**src/rtl/logical_pkg.sv**
```systemverilog
// Shared types and defaults for the logical-EQ frame accumulator.
// The state encoding is fixed so that other blocks decoding it stay consistent.
package logical_pkg;

  localparam int unsigned LEQ_CW_DEFAULT = 8;

  typedef enum logic [1:0] {
    LEQ_IDLE  = 2'b00,
    LEQ_ACCUM = 2'b01,
    LEQ_HOLD  = 2'b10
  } leq_state_t;

endpackage

```
**src/rtl/logical_eq_frame_accumulator_sat_counter.sv**
```systemverilog
// Saturating up-counter. When the count is at its maximum it holds that value,
// and `sat` stays high so the parent can flag an overflow.
module sat_counter #(
  parameter int unsigned W = 8
) (
  input  logic         clk,
  input  logic         rst,
  input  logic         clear,
  input  logic         inc,
  output logic [W-1:0] count,
  output logic         sat
);

  localparam logic [W-1:0] CNT_MAX = '1;

  logic [W-1:0] count_q, count_d;

  assign sat   = (count_q == CNT_MAX);
  assign count = count_q;

  always_comb begin
    count_d = count_q;
    if (clear)            count_d = '0;
    else if (inc && !sat) count_d = count_q + 1'b1;
  end

  // NOTE: state registers take non-blocking assignments, so every flop samples the same pre-edge values.
  always_ff @(posedge clk) begin
    if (rst) count_q <= '0;
    else     count_q <= count_d;
  end

endmodule

```
**src/rtl/logical_eq_frame_accumulator.sv**
```systemverilog
// Collects per-beat logical-EQ results into frames that end on eq_last.
// Emits one summary per frame (all-equal, mismatch count, beat count, overflow) through a valid/ready handshake.
module logical_eq_frame_accumulator
  import logical_pkg::*;
#(
  parameter int unsigned CW = LEQ_CW_DEFAULT
) (
  input  logic          clk,
  input  logic          rst,
  input  logic          eq_valid,
  output logic          eq_ready,
  input  logic          eq_c,
  input  logic          eq_last,
  output logic          sum_valid,
  input  logic          sum_ready,
  output logic          sum_all_eq,
  output logic [CW-1:0] sum_mismatch_cnt,
  output logic [CW-1:0] sum_beat_cnt,
  output logic          sum_overflow
);

  leq_state_t    state_q, state_d;
  logic          beat_acc, last_acc, handoff, mism_inc;
  logic [CW-1:0] beat_cnt, mism_cnt, beat_nxt, mism_nxt;
  logic          beat_sat, mism_sat, ovf_hit;
  logic          ovf_q, ovf_d;
  logic          all_eq_q, all_eq_d, sum_ovf_q, sum_ovf_d;
  logic [CW-1:0] sum_beat_q, sum_beat_d, sum_mism_q, sum_mism_d;

  // eq_ready depends only on rst and the state register, never on sum_ready.
  assign eq_ready  = !rst && (state_q != LEQ_HOLD);
  assign sum_valid = (state_q == LEQ_HOLD);
  assign beat_acc  = eq_valid && eq_ready;
  assign last_acc  = beat_acc && eq_last;
  assign handoff   = sum_valid && sum_ready;
  assign mism_inc  = beat_acc && !eq_c;

  sat_counter #(.W(CW)) u_beat_cnt (
    .clk   (clk),
    .rst   (rst),
    .clear (handoff),
    .inc   (beat_acc),
    .count (beat_cnt),
    .sat   (beat_sat)
  );

  sat_counter #(.W(CW)) u_mism_cnt (
    .clk   (clk),
    .rst   (rst),
    .clear (handoff),
    .inc   (mism_inc),
    .count (mism_cnt),
    .sat   (mism_sat)
  );

  // Post-beat counter values, so that the summary includes the last beat.
  assign beat_nxt = beat_sat ? beat_cnt : beat_cnt + 1'b1;
  assign mism_nxt = (eq_c || mism_sat) ? mism_cnt : mism_cnt + 1'b1;
  assign ovf_hit  = beat_acc && (beat_sat || (!eq_c && mism_sat));
  assign ovf_d    = handoff ? 1'b0 : (ovf_q || ovf_hit);

  // NOTE: every combinational output gets a default first, so no path can infer a latch.
  always_comb begin
    state_d = state_q;
    unique case (state_q)
      LEQ_IDLE, LEQ_ACCUM: if (beat_acc) state_d = eq_last ? LEQ_HOLD : LEQ_ACCUM;
      LEQ_HOLD:            if (sum_ready) state_d = LEQ_IDLE;
      default:             state_d = LEQ_IDLE;
    endcase
  end

  always_comb begin
    all_eq_d   = all_eq_q;
    sum_beat_d = sum_beat_q;
    sum_mism_d = sum_mism_q;
    sum_ovf_d  = sum_ovf_q;
    if (last_acc) begin
      all_eq_d   = (mism_nxt == '0);
      sum_beat_d = beat_nxt;
      sum_mism_d = mism_nxt;
      sum_ovf_d  = ovf_q || ovf_hit;
    end else if (handoff) begin
      all_eq_d   = 1'b0;
      sum_beat_d = '0;
      sum_mism_d = '0;
      sum_ovf_d  = 1'b0;
    end
  end

  // NOTE: reset is synchronous; a reset mid-frame or in HOLD drops all partial and pending results.
  always_ff @(posedge clk) begin
    if (rst) begin
      state_q    <= LEQ_IDLE;
      ovf_q      <= 1'b0;
      all_eq_q   <= 1'b0;
      sum_beat_q <= '0;
      sum_mism_q <= '0;
      sum_ovf_q  <= 1'b0;
    end else begin
      state_q    <= state_d;
      ovf_q      <= ovf_d;
      all_eq_q   <= all_eq_d;
      sum_beat_q <= sum_beat_d;
      sum_mism_q <= sum_mism_d;
      sum_ovf_q  <= sum_ovf_d;
    end
  end

  assign sum_all_eq       = all_eq_q;
  assign sum_mismatch_cnt = sum_mism_q;
  assign sum_beat_cnt     = sum_beat_q;
  assign sum_overflow     = sum_ovf_q;

endmodule
```
**config.mk**
```make
export PLATFORM = sky130hd
export DESIGN_NAME = logical_eq_frame_accumulator
export DESIGN_NICKNAME = d
export VERILOG_FILES = /design/src/rtl/logical_pkg.sv /design/src/rtl/logical_eq_frame_accumulator_sat_counter.sv /design/src/rtl/logical_eq_frame_accumulator.sv
export SDC_FILE = /design/constraint.sdc
export NUM_CORES = 1
export LEC_CHECK = 0
export BUFFER_PORTS_ARGS = -buffer_cell sky130_fd_sc_hd__buf_2
export CORE_ASPECT_RATIO = 1.75
export CORE_MARGIN = 5
export CORE_UTILIZATION = 48
export DETAILED_ROUTE_END_ITERATION = 8
export GPL_TIMING_DRIVEN = 0
export PLACE_DENSITY = 0.74
export SYNTH_ARGS = -nofsm -noshare
export SYNTH_HDL_FRONTEND = slang
export SYNTH_SLANG_ARGS = --single-unit
export TNS_END_PERCENT = 10
```
**constraint.sdc**
```tcl
create_clock -name clk -period 2.15 [get_ports clk]
set_input_delay 0.215 -clock clk [delete_from_list [all_inputs] [get_ports clk]]
set_output_delay 0.215 -clock clk [all_outputs]
set_load 0.1 [all_outputs]
```
==> impl_metrics.csv, run 1 <==
group,metric,value,unit
synthesis,synth-seq-area-share,39.2,%
synthesis,post-synth-top-area-fraction,39.2,%
worst_setup_path,timing.critical_path.to_type,"flop",
synthesis,yosysUniqueCellTypes,52,
die,top_level_ports,26,
global_routing,grt_antenna_before_repair,0,
finish,multi_input_area,1060,µm²
place,gp_congestion,0.849,
timing,setup_total_negative_slack,0,ps
drt,routed_wirelength,4100,µm
drt,firstDrtPassIters,5,
clocking,clkTransAtPathRegs,70,ps
worst_setup_path,cp_cell_sequence,"ha_1 -> nand4_2 -> o21a_1 -> buf_6 -> mux2i_1 -> o21ai_1 -> o21ai_1",
clocking,postCtsResizedCells,0,
global_routing,first_global_vias,1529,
timing,drv_slew,0,
clocking,clock_tree_from_tritoncts,"yes",
timing,grt_setup_unrepaired,"no",
drt,vias,1592,
synthesis,synth-edff-count,0,
drt,antenna_viol_nets_final,0,
finish,flow.area_growth_from_synthesis,14.3,%
power_and_ir_drop,power.static_leakage,0.000865,µW
clocking,clk-insertion-delay-late,290,ps
flow_run,maxCapViolations,0,
power_and_ir_drop,power.ir.vdd_worst,0.455,mV
clocking,post-cts-setup-buffers,0,
clocking,cts_h_tree_lvls,2,
timing,max-slew-margin-rel,63.4,%
timing,finalHoldViolCount,0,
die,die_ht,93.1,µm
finish,finish.utilization,55.9,%
die,start_util,48.9,%
place,portBuffers,25,
run_status,run_status,"completed",
worst_setup_path,timing.critical_path.mode_cell,"o21ai_1",
synthesis,postSynth.asyncResetShare,0,%
clocking,clock_tree.root_cell,"clkbuf_8",
worst_setup_path,cp.required,2370,ps
min_path,hold_wc_path_type,"primary input to flop",
worst_setup_path,max_stage_delay,450,ps
timing,post-route-min-period,1830,ps
drt,wl_met2,2270,µm
finish,final-seq-area,741,µm²
drt,wl_met3,116,µm
timing,final.setup.worst_slack,319,ps
global_routing,grt_util_overall,17.0,%
die,core.rowCount,30,
timing,tightestPinTransition,550,ps
drt,met1Wirelength,1580,µm
synthesis,synthFlopType,"dfxtp_1",
drt,dr.max_layer_used,"met4",
drt,drt_drc_violations_left,0,
timing,max_freq,546,MHz
finish,design.final.nets,257,
die,fp.dieW,57.5,µm
timing,worst_clock_skew,4.24,ps
power_and_ir_drop,power.total,1310,µW
synthesis,postSynthRegisterBits,37,
global_routing,gr-total-overflow,0,
synthesis,mean_post_synth_cell_area,8.72,µm²
clocking,max_buffers_root_to_sink,2,
drt,initialDrtViolationCount,32,
drt,post_drt_via_cell_ratio,5.34,
clocking,cts_made_buffers,5,
die,core,3870,µm²
die,die_area,5350,µm²
place,placed_cells,290,
synthesis,ys.warnings.count,0,
synthesis,syn-cell-area,1890,µm²
worst_setup_path,setup.worst_path.start_class,"flop",
timing,finalSetupViolCount,0,
drt,post_drt_wl_per_cell,13.8,µm
synthesis,largest_cells_by_area_after_synthesis,"dfxtp_1, xor2_1, nand2_1, nor2_1, xnor2_1",
worst_setup_path,critPathKind,"flop to flop",
worst_setup_path,worst-endpoint-arrival,2050,ps
clocking,holdBufCountCts,0,
finish,drive_gt1_share,23.6,%
power_and_ir_drop,power_density,606,nW/µm²
finish,instances_no_fill,298,
worst_setup_path,critical_path_peak_fanout,9,
worst_setup_path,critPathSlowestCell,"dfxtp_1",
global_routing,wire_length_of_the_first_global_routing_pass,7020,µm
timing,timing.final.crit_share,85.1,%
synthesis,synthesis.nets,225,
clocking,cts.sinks,37,
global_routing,largest_net_degree_at_the_start_of_global_routing,12,
finish,layout.filler_cells,384,
place,place_ws,335,ps
synthesis,gate_count_of_the_mapped_netlist,217,
finish,ant_diodes,0,
place,post-dp-hpwl,3050,µm
synthesis,synth.largest_area_cell,"dfxtp_1",
## stage by stage
step	hold slack, ps	cell area (µm²)
after floorplan	284	1890
after global placement	428	2080
after detailed placement	436	2080
after CTS	160	2160
after global routing	178	2160
final	162	2160
## critical path, delay by kind of cell, from the launching register on
kind	cells	cell delay, ps
simple gates	1	170
buf+inv	1	140
mux	1	240
fa+ha+maj	1	320
compound gates	3	450
flops	1	450
## cells in the final DEF (no fill, tap or decap), types with 4 or more instances in the layout
| cell type | instances |
|---|---|
| a21oi_1 | 12 |
| mux2i_1 | 4 |
| buf_2 | 30 |
| nor2_1 | 19 |
| nand3_1 | 10 |
| nor3_1 | 5 |
| o21ai_0 | 11 |
| xor2_1 | 12 |
| buf_6 | 4 |
| nand2_1 | 27 |
| clkbuf_8 | 5 |
| o21ai_1 | 6 |
| a22oi_1 | 4 |
| xnor2_1 | 7 |
| dfxtp_1 | 37 |
## layout make-up
class,instances,area share (%)
multi-input combinational,165,48.9
sequential,37,34.3
timing repair buffer,25,5.79
buffer,11,3.76
clock buffer,6,3.36
tap,48,2.78
inverter,4,0.694
clock inverter,2,0.463
## layer usage
metal  up-vias  track usage (%)
li1        817                -
met1       740             17.1
met2        24             31.5
met3        11             3.04
met4         0             9.86
met5         -                0
## report_power, final
group	internal (µW)	total, µW	switching, µW	leakage, µW
Combinational	37.3	143	106	0.000521
Clock	224	463	239	0.0000450
Sequential	695	704	8.94	0.000299
## cell usage after synthesis, drive strengths merged (2+ instances only)
library cell	number
dfxtp	37
nand2	27
nor2	22
o21ai	18
a21oi	13
xor2	12
nand3	11
buf	10
xnor2	7
and3	6
nor3	6
a22oi	4
inv	4
mux2i	4
nand4	4
mux2	3
nor2b	3
or3	3
and2	2
ha	2
nand2b	2
o211ai	2
## final timing paths
check,from,to,slack [ps],cells past startpoint
hold / removal,rst,sum_beat_cnt[2]$_SDFFE_PP0P_,160,2
setup / recovery,u_mism_cnt.count[0]$_SDFFE_PP0P_,sum_all_eq$_SDFFE_PP0P_,320,7
setup reg to reg,u_mism_cnt.count[0]$_SDFFE_PP0P_,sum_all_eq$_SDFFE_PP0P_,320,7
hold reg to reg,sum_mismatch_cnt[5]$_SDFFE_PP0P_,sum_mismatch_cnt[5]$_SDFFE_PP0P_,440,2
## kinds of logic after synthesis
| group | count (synthesis) | synth area share, % |
|---|---|---|
| compound gates | 47 | 16.1 |
| mux | 7 | 3.90 |
| flops | 37 | 39.2 |
| simple gates | 90 | 25.7 |
| xor+xnor | 19 | 8.80 |
| buf+inv | 15 | 5.09 |
| fa+ha+maj | 2 | 1.32 |
## sequential cells by signal, indices dropped and copies added, names as in the netlist
signal,count
ovf_q,1
state_q,2
sum_all_eq,1
sum_beat_cnt,8
sum_mismatch_cnt,8
sum_overflow,1
u_beat_cnt.count,8
u_mism_cnt.count,8
Note: power is estimated with default switching activity, not from simulation.
==> run 2, diff against run 1 <==
CORE_MARGIN = 1.5   (was 5)
PLACE_DENSITY = 0.69   (was 0.74)
==> run 2 against run 1 <==
Effect of this change: die area decreased by 19%; sequential cell count unchanged; first-iteration DRC count increased by 6.3%; non-clock buffer count unchanged; sequential power about the same; register-to-register slack got worse by 40 ps; clock-buffer cell count increased by 1; largest cell class unchanged; via count increased by 2.5%; global-route usage increased by 3.5 points.
==> impl_metrics.csv, run 2 (synthesized netlist as in run 1, its figures left out) <==
group,metric,value,unit
worst_setup_path,critPathSlowestCell,"dfxtp_1",
finish,design.final.nets,257,
power_and_ir_drop,power.share.switching,24.3,%
drt,initialDrtViolationCount,34,
min_path,holdPathEnd,"state_q[0]$_SDFFE_PP0P_",
global_routing,largest_net_degree_at_the_start_of_global_routing,12,
place,post-dp-hpwl,3070,µm
drt,post_drt_wl_per_cell,13.6,µm
min_path,hold_wc_path_type,"primary input to flop",
drt,routed_wirelength,4040,µm
timing,max_freq,535,MHz
clocking,cts_made_buffers,5,
timing,final.setup.worst_slack,281,ps
die,core,3830,µm²
clocking,cts.sinks,37,
timing,timing.final.crit_share,86.9,%
global_routing,grt_antenna_before_repair,0,
die,die_area,4340,µm²
place,portBuffers,25,
worst_setup_path,cp.required,2370,ps
finish,layout_commonest_cell,"dfxtp_1",
finish,most-common-layout-cells,"dfxtp_1, buf_2, nand2_1",
drt,antenna_viol_nets_final,0,
finish,drive_gt1_share,23.6,%
global_routing,first_global_vias,1493,
timing,setup_total_negative_slack,0,ps
global_routing,grt_util_overall,20.6,%
power_and_ir_drop,share_of_total_power_in_combinational_logic,9.8,%
drt,vias,1632,
power_and_ir_drop,power_frac_clock,42.2,%
clocking,clock_tree.root_cell,"clkbuf_8",
place,place_ws,323,ps
worst_setup_path,reg2regPathDepth,7,
clocking,max_buffers_root_to_sink,2,
power_and_ir_drop,netSwitchingPower,357,µW
clocking,clk-insertion-delay-late,280,ps
min_path,min-delay-start,"eq_valid",
finish,finish.utilization,57.4,%
place,gp_congestion,0.848,
power_and_ir_drop,power_report.internal_total,1110,µW
worst_setup_path,r2r-start,"u_mism_cnt.count[0]$_SDFFE_PP0P_",
worst_setup_path,critical_path_peak_fanout,9,
worst_setup_path,timing.critical_path.to_type,"flop",
finish,ant_diodes,0,
power_and_ir_drop,power_density,668,nW/µm²
die,top_level_ports,26,
worst_setup_path,timing.critical_path.mode_cell,"o21ai_1",
worst_setup_path,max_stage_delay,470,ps
run_status,run_status,"completed",
timing,finalHoldViolCount,0,
worst_setup_path,reg2reg_setup_slack,280,ps
clocking,cts_h_tree_lvls,2,
clocking,post-cts-setup-buffers,0,
timing,finalSetupViolCount,0,
die,core.rowCount,30,
die,die_ht,86.1,µm
power_and_ir_drop,power.static_leakage,0.000878,µW
global_routing,gr-total-overflow,0,
finish,flow.area_growth_from_synthesis,16.1,%
flow_run,maxCapViolations,0,
timing,max-slew-margin-rel,62.1,%
die,fp.dieW,50.5,µm
clocking,clkTransAtPathRegs,70,ps
worst_setup_path,startpoint,"u_mism_cnt.count[0]$_SDFFE_PP0P_",
drt,post_drt_via_cell_ratio,5.48,
timing,post-route-min-period,1870,ps
die,start_util,49.4,%
worst_setup_path,timing.critical_path.buf_inv,1,
timing,worst_clock_skew,6.88,ps
clocking,clock_tree_from_tritoncts,"yes",
drt,firstDrtPassIters,4,
worst_setup_path,setup.worst_path.start_class,"flop",
timing,drv_slew,0,
worst_setup_path,number_of_stages_on_the_worst_setup_path,7,
drt,drt_drc_violations_left,0,
clocking,postCtsResizedCells,0,
worst_setup_path,cp_cell_sequence,"ha_1 -> nand4_2 -> o21a_1 -> buf_6 -> mux2i_1 -> o21ai_1 -> o21ai_1",
clocking,holdBufCountCts,0,
worst_setup_path,critPathKind,"flop to flop",
finish,layout.filler_cells,404,
min_path,holdPathStages,2,
worst_setup_path,crit_family,"flip-flops",
power_and_ir_drop,power.ir.vdd_worst,0.539,mV
power_and_ir_drop,portion_of_total_power_attributed_to_sequential_cells,48.0,%
worst_setup_path,r2r_end,"sum_all_eq$_SDFFE_PP0P_",
global_routing,wire_length_of_the_first_global_routing_pass,6890,µm
timing,tightestPinTransition,569,ps
worst_setup_path,worst-endpoint-arrival,2090,ps
timing,grt_setup_unrepaired,"no",
==> run 2: cell types whose count changed in the layout (fill, tap and decap cells not counted) <==
cell | previous run | this run
clkbuf_8 | 5 | 6
bufinv_16 | 0 | 1
clkinv_2 | 2 | 0
==> run 2: metrics by stage <==
step | instances | hold slack (ps) | power (µW) | area [µm²]
2_1_floorplan | 217 | 284 | 829 | 1890
3_3_place_gp | 290 | 427 | 864 | 2080
3_5_place_dp | 290 | 438 | 866 | 2080
4_1_cts | 298 | 155 | 1490 | 2200
5_1_grt | 298 | 162 | 1520 | 2200
6_report | 298 | 160 | 1470 | 2200
==> run 2: area by class of cell <==
cell class / instances / area [µm²] / area share, %
flip-flops and latches: 37 / 741 / 33.7
clock inverters: 1 / 30.0 / 1.37
plain buffers: 11 / 81.3 / 3.70
repair buffers: 25 / 125 / 5.70
inverters: 4 / 15.0 / 0.684
clock buffers: 7 / 86.3 / 3.93
multi-input cells: 165 / 1060 / 48.1
well taps: 48 / 60.1 / 2.74
==> run 2: how the worst max path moves through the flow <==
stage | endpoint | slack, ps
floorplan | eq_ready | 380
global placement | sum_all_eq$_SDFFE_PP0P_ | 360
detailed placement | sum_all_eq$_SDFFE_PP0P_ | 320
CTS | sum_all_eq$_SDFFE_PP0P_ | 290
global route | sum_all_eq$_SDFFE_PP0P_ | 200
finish | sum_all_eq$_SDFFE_PP0P_ | 280
==> run 2: power by group through the flow <==
stage | clock, µW | sequential, µW | combinational (µW)
detailed placement | 0 | 720 | 146
global placement | 0 | 719 | 144
global route | 663 | 705 | 154
finish | 620 | 704 | 144
floorplan | 0 | 744 | 84.5
CTS | 635 | 704 | 146
==> run 2: routing by layer <==
metal / GRT usage [%] / wire length (µm)
met5: 0 / 0
met4: 9.34 / 44
met3: 3.66 / 147
met2: 39.0 / 2360
met1: 21.1 / 1500
==> run 3, diff against run 2 <==
CORE_ASPECT_RATIO = 0.5   (was 1.75)
==> run 3 against run 2 <==
Effect of this change: via count decreased by 3.4%; final area decreased by 1.4%; first-iteration DRC count increased by 68%; total power decreased by 10%; cell count increased by 1.0%; sequential cell count unchanged; clock-buffer cell count decreased by 1; utilization increased by 2.8 points; non-clock buffer count unchanged.
==> impl_metrics.csv, run 3 (synthesized netlist as in run 1, its figures left out) <==
group,metric,value,unit
finish,drive_gt1_share,23.6,%
die,core,3600,µm²
place,post-dp-hpwl,2730,µm
clocking,post-cts-setup-buffers,0,
die,die_ht,47.4,µm
worst_setup_path,crit_family,"simple AND/OR/NAND/NOR gates",
worst_setup_path,setup.worst_path.start_class,"flop",
timing,timing.final.crit_share,84.6,%
min_path,holdPathStages,2,
clocking,clock_tree_from_tritoncts,"yes",
die,top_level_ports,26,
clocking,postCtsResizedCells,0,
die,core.rowCount,15,
worst_setup_path,r2r_end,"sum_beat_cnt[1]$_SDFFE_PP0P_",
clocking,holdBufCountCts,0,
timing,tightestPinTransition,519,ps
timing,max-slew-margin-rel,65.4,%
global_routing,first_global_vias,1341,
drt,vias,1576,
worst_setup_path,reg2regPathDepth,6,
worst_setup_path,cp_cell_sequence,"ha_1 -> nand4_2 -> nor2_4 -> mux2_1 -> a22oi_1 -> nor2_1",
timing,finalHoldViolCount,0,
worst_setup_path,timing.critical_path.buf_inv,0,
worst_setup_path,cp.required,2310,ps
die,start_util,52.5,%
min_path,holdPathEnd,"state_q[0]$_SDFFE_PP0P_",
drt,routed_wirelength,3820,µm
finish,post-route-cell-area,2170,µm²
global_routing,grt_util_overall,19.1,%
clocking,clock_tree.root_cell,"clkbuf_8",
worst_setup_path,critPathSlowestCell,"dfxtp_1",
drt,antenna_viol_nets_final,0,
global_routing,largest_net_degree_at_the_start_of_global_routing,12,
global_routing,wire_length_of_the_first_global_routing_pass,6190,µm
finish,flow.area_growth_from_synthesis,14.5,%
worst_setup_path,critical_path_peak_fanout,8,
die,fp.dieW,91.8,µm
place,placed_cells,293,
power_and_ir_drop,power.ir.vdd_worst,0.413,mV
timing,worst_clock_skew,7.98,ps
flow_run,maxCapViolations,0,
drt,initialDrtViolationCount,57,
min_path,min-delay-start,"eq_valid",
worst_setup_path,critPathKind,"flop to flop",
clocking,cts_h_tree_lvls,2,
finish,instances_no_fill,301,
place,gp_congestion,0.927,
timing,setup_total_negative_slack,0,ps
worst_setup_path,worst-endpoint-arrival,1980,ps
finish,most-common-layout-cells,"dfxtp_1, buf_2, nand2_1",
global_routing,grt_antenna_before_repair,0,
global_routing,gr-total-overflow,0,
timing,finalSetupViolCount,0,
clocking,cts_made_buffers,5,
min_path,hold_wc_path_type,"primary input to flop",
timing,drv_slew,0,
drt,drt_drc_violations_left,0,
drt,firstDrtPassIters,4,
timing,grt_setup_unrepaired,"no",
worst_setup_path,r2r-start,"u_beat_cnt.count[0]$_SDFFE_PP0P_",
finish,design.final.nets,257,
drt,post_drt_wl_per_cell,12.7,µm
timing,max_freq,550,MHz
clocking,clkTransAtPathRegs,70,ps
drt,post_drt_via_cell_ratio,5.24,
power_and_ir_drop,power.static_leakage,0.000865,µW
place,portBuffers,25,
clocking,cts.sinks,37,
clocking,clk-insertion-delay-late,290,ps
clocking,max_buffers_root_to_sink,2,
power_and_ir_drop,power_density,607,nW/µm²
worst_setup_path,max_stage_delay,410,ps
timing,post-route-min-period,1820,ps
finish,ant_diodes,0,
worst_setup_path,reg2reg_setup_slack,330,ps
run_status,run_status,"completed",
worst_setup_path,timing.critical_path.to_type,"flop",
place,postPlaceCellArea,2080,µm²
die,die_area,4350,µm²
finish,layout_commonest_cell,"dfxtp_1",
power_and_ir_drop,power.total,1310,µW
## run 3: changes by cell type in the layout (fill, tap and decap cells not counted), sizes merged
cell and delta:
bufinv -1, clkbuf -1, clkinv +2
## run 3: through the flow
step | setup slack, ps | hold WS, ps | util (%)
final | 331 | 156 | 60.1
after CTS | 330 | 160 | 60.1
after floorplan | 378 | 284 | -
after global placement | 369 | 430 | 57.8
after global routing | 175 | 177 | 60.1
after detailed placement | 362 | 440 | 57.8
## run 3: cell type report
type / count / area (µm²)
plain buffers: 11 / 81.3
clock buffers: 6 / 72.6
clock inverters: 2 / 10.0
fillers: 335 / 1440
inverters: 4 / 15.0
multi-input cells: 165 / 1060
flip-flops and latches: 37 / 741
well taps: 51 / 63.8
repair buffers: 25 / 125
## run 3: metal layers
| layer | routed length, µm | global-route usage, % |
|---|---|---|
| met5 | 0 | 0 |
| met4 | 27 | 5.54 |
| met3 | 164 | 5.83 |
| met2 | 1610 | 30.7 |
| met1 | 2020 | 25.5 |
## run 3: how the worst max path moves through the flow
stage | slack (ps) | endpoint | cells after the start | from
floorplan | 380 | eq_ready | 3 | state_q[0]$_SDFFE_PP0P_
global placement | 370 | sum_beat_cnt[1]$_SDFFE_PP0P_ | 6 | u_beat_cnt.count[0]$_SDFFE_PP0P_
detailed placement | 360 | sum_beat_cnt[1]$_SDFFE_PP0P_ | 6 | u_beat_cnt.count[0]$_SDFFE_PP0P_
CTS | 330 | sum_beat_cnt[1]$_SDFFE_PP0P_ | 6 | u_beat_cnt.count[0]$_SDFFE_PP0P_
global route | 170 | sum_beat_cnt[1]$_SDFFE_PP0P_ | 6 | u_beat_cnt.count[0]$_SDFFE_PP0P_
finish | 330 | sum_beat_cnt[1]$_SDFFE_PP0P_ | 6 | u_beat_cnt.count[0]$_SDFFE_PP0P_
## run 3: worst reg2reg max path, stage by stage, from the launching register on
cell and delay [ps]:
dfxtp_1 410, ha_1 270, nand4_2 210, nor2_4 260
mux2_1 340, a22oi_1 140, nor2_1 60
## run 3: power by group
group / total (µW) / internal (µW) / switching (µW)
Clock: 468 / 225 / 243
Sequential: 704 / 695 / 8.53
Combinational: 144 / 37.4 / 106
Total: 1310 / 957 / 358
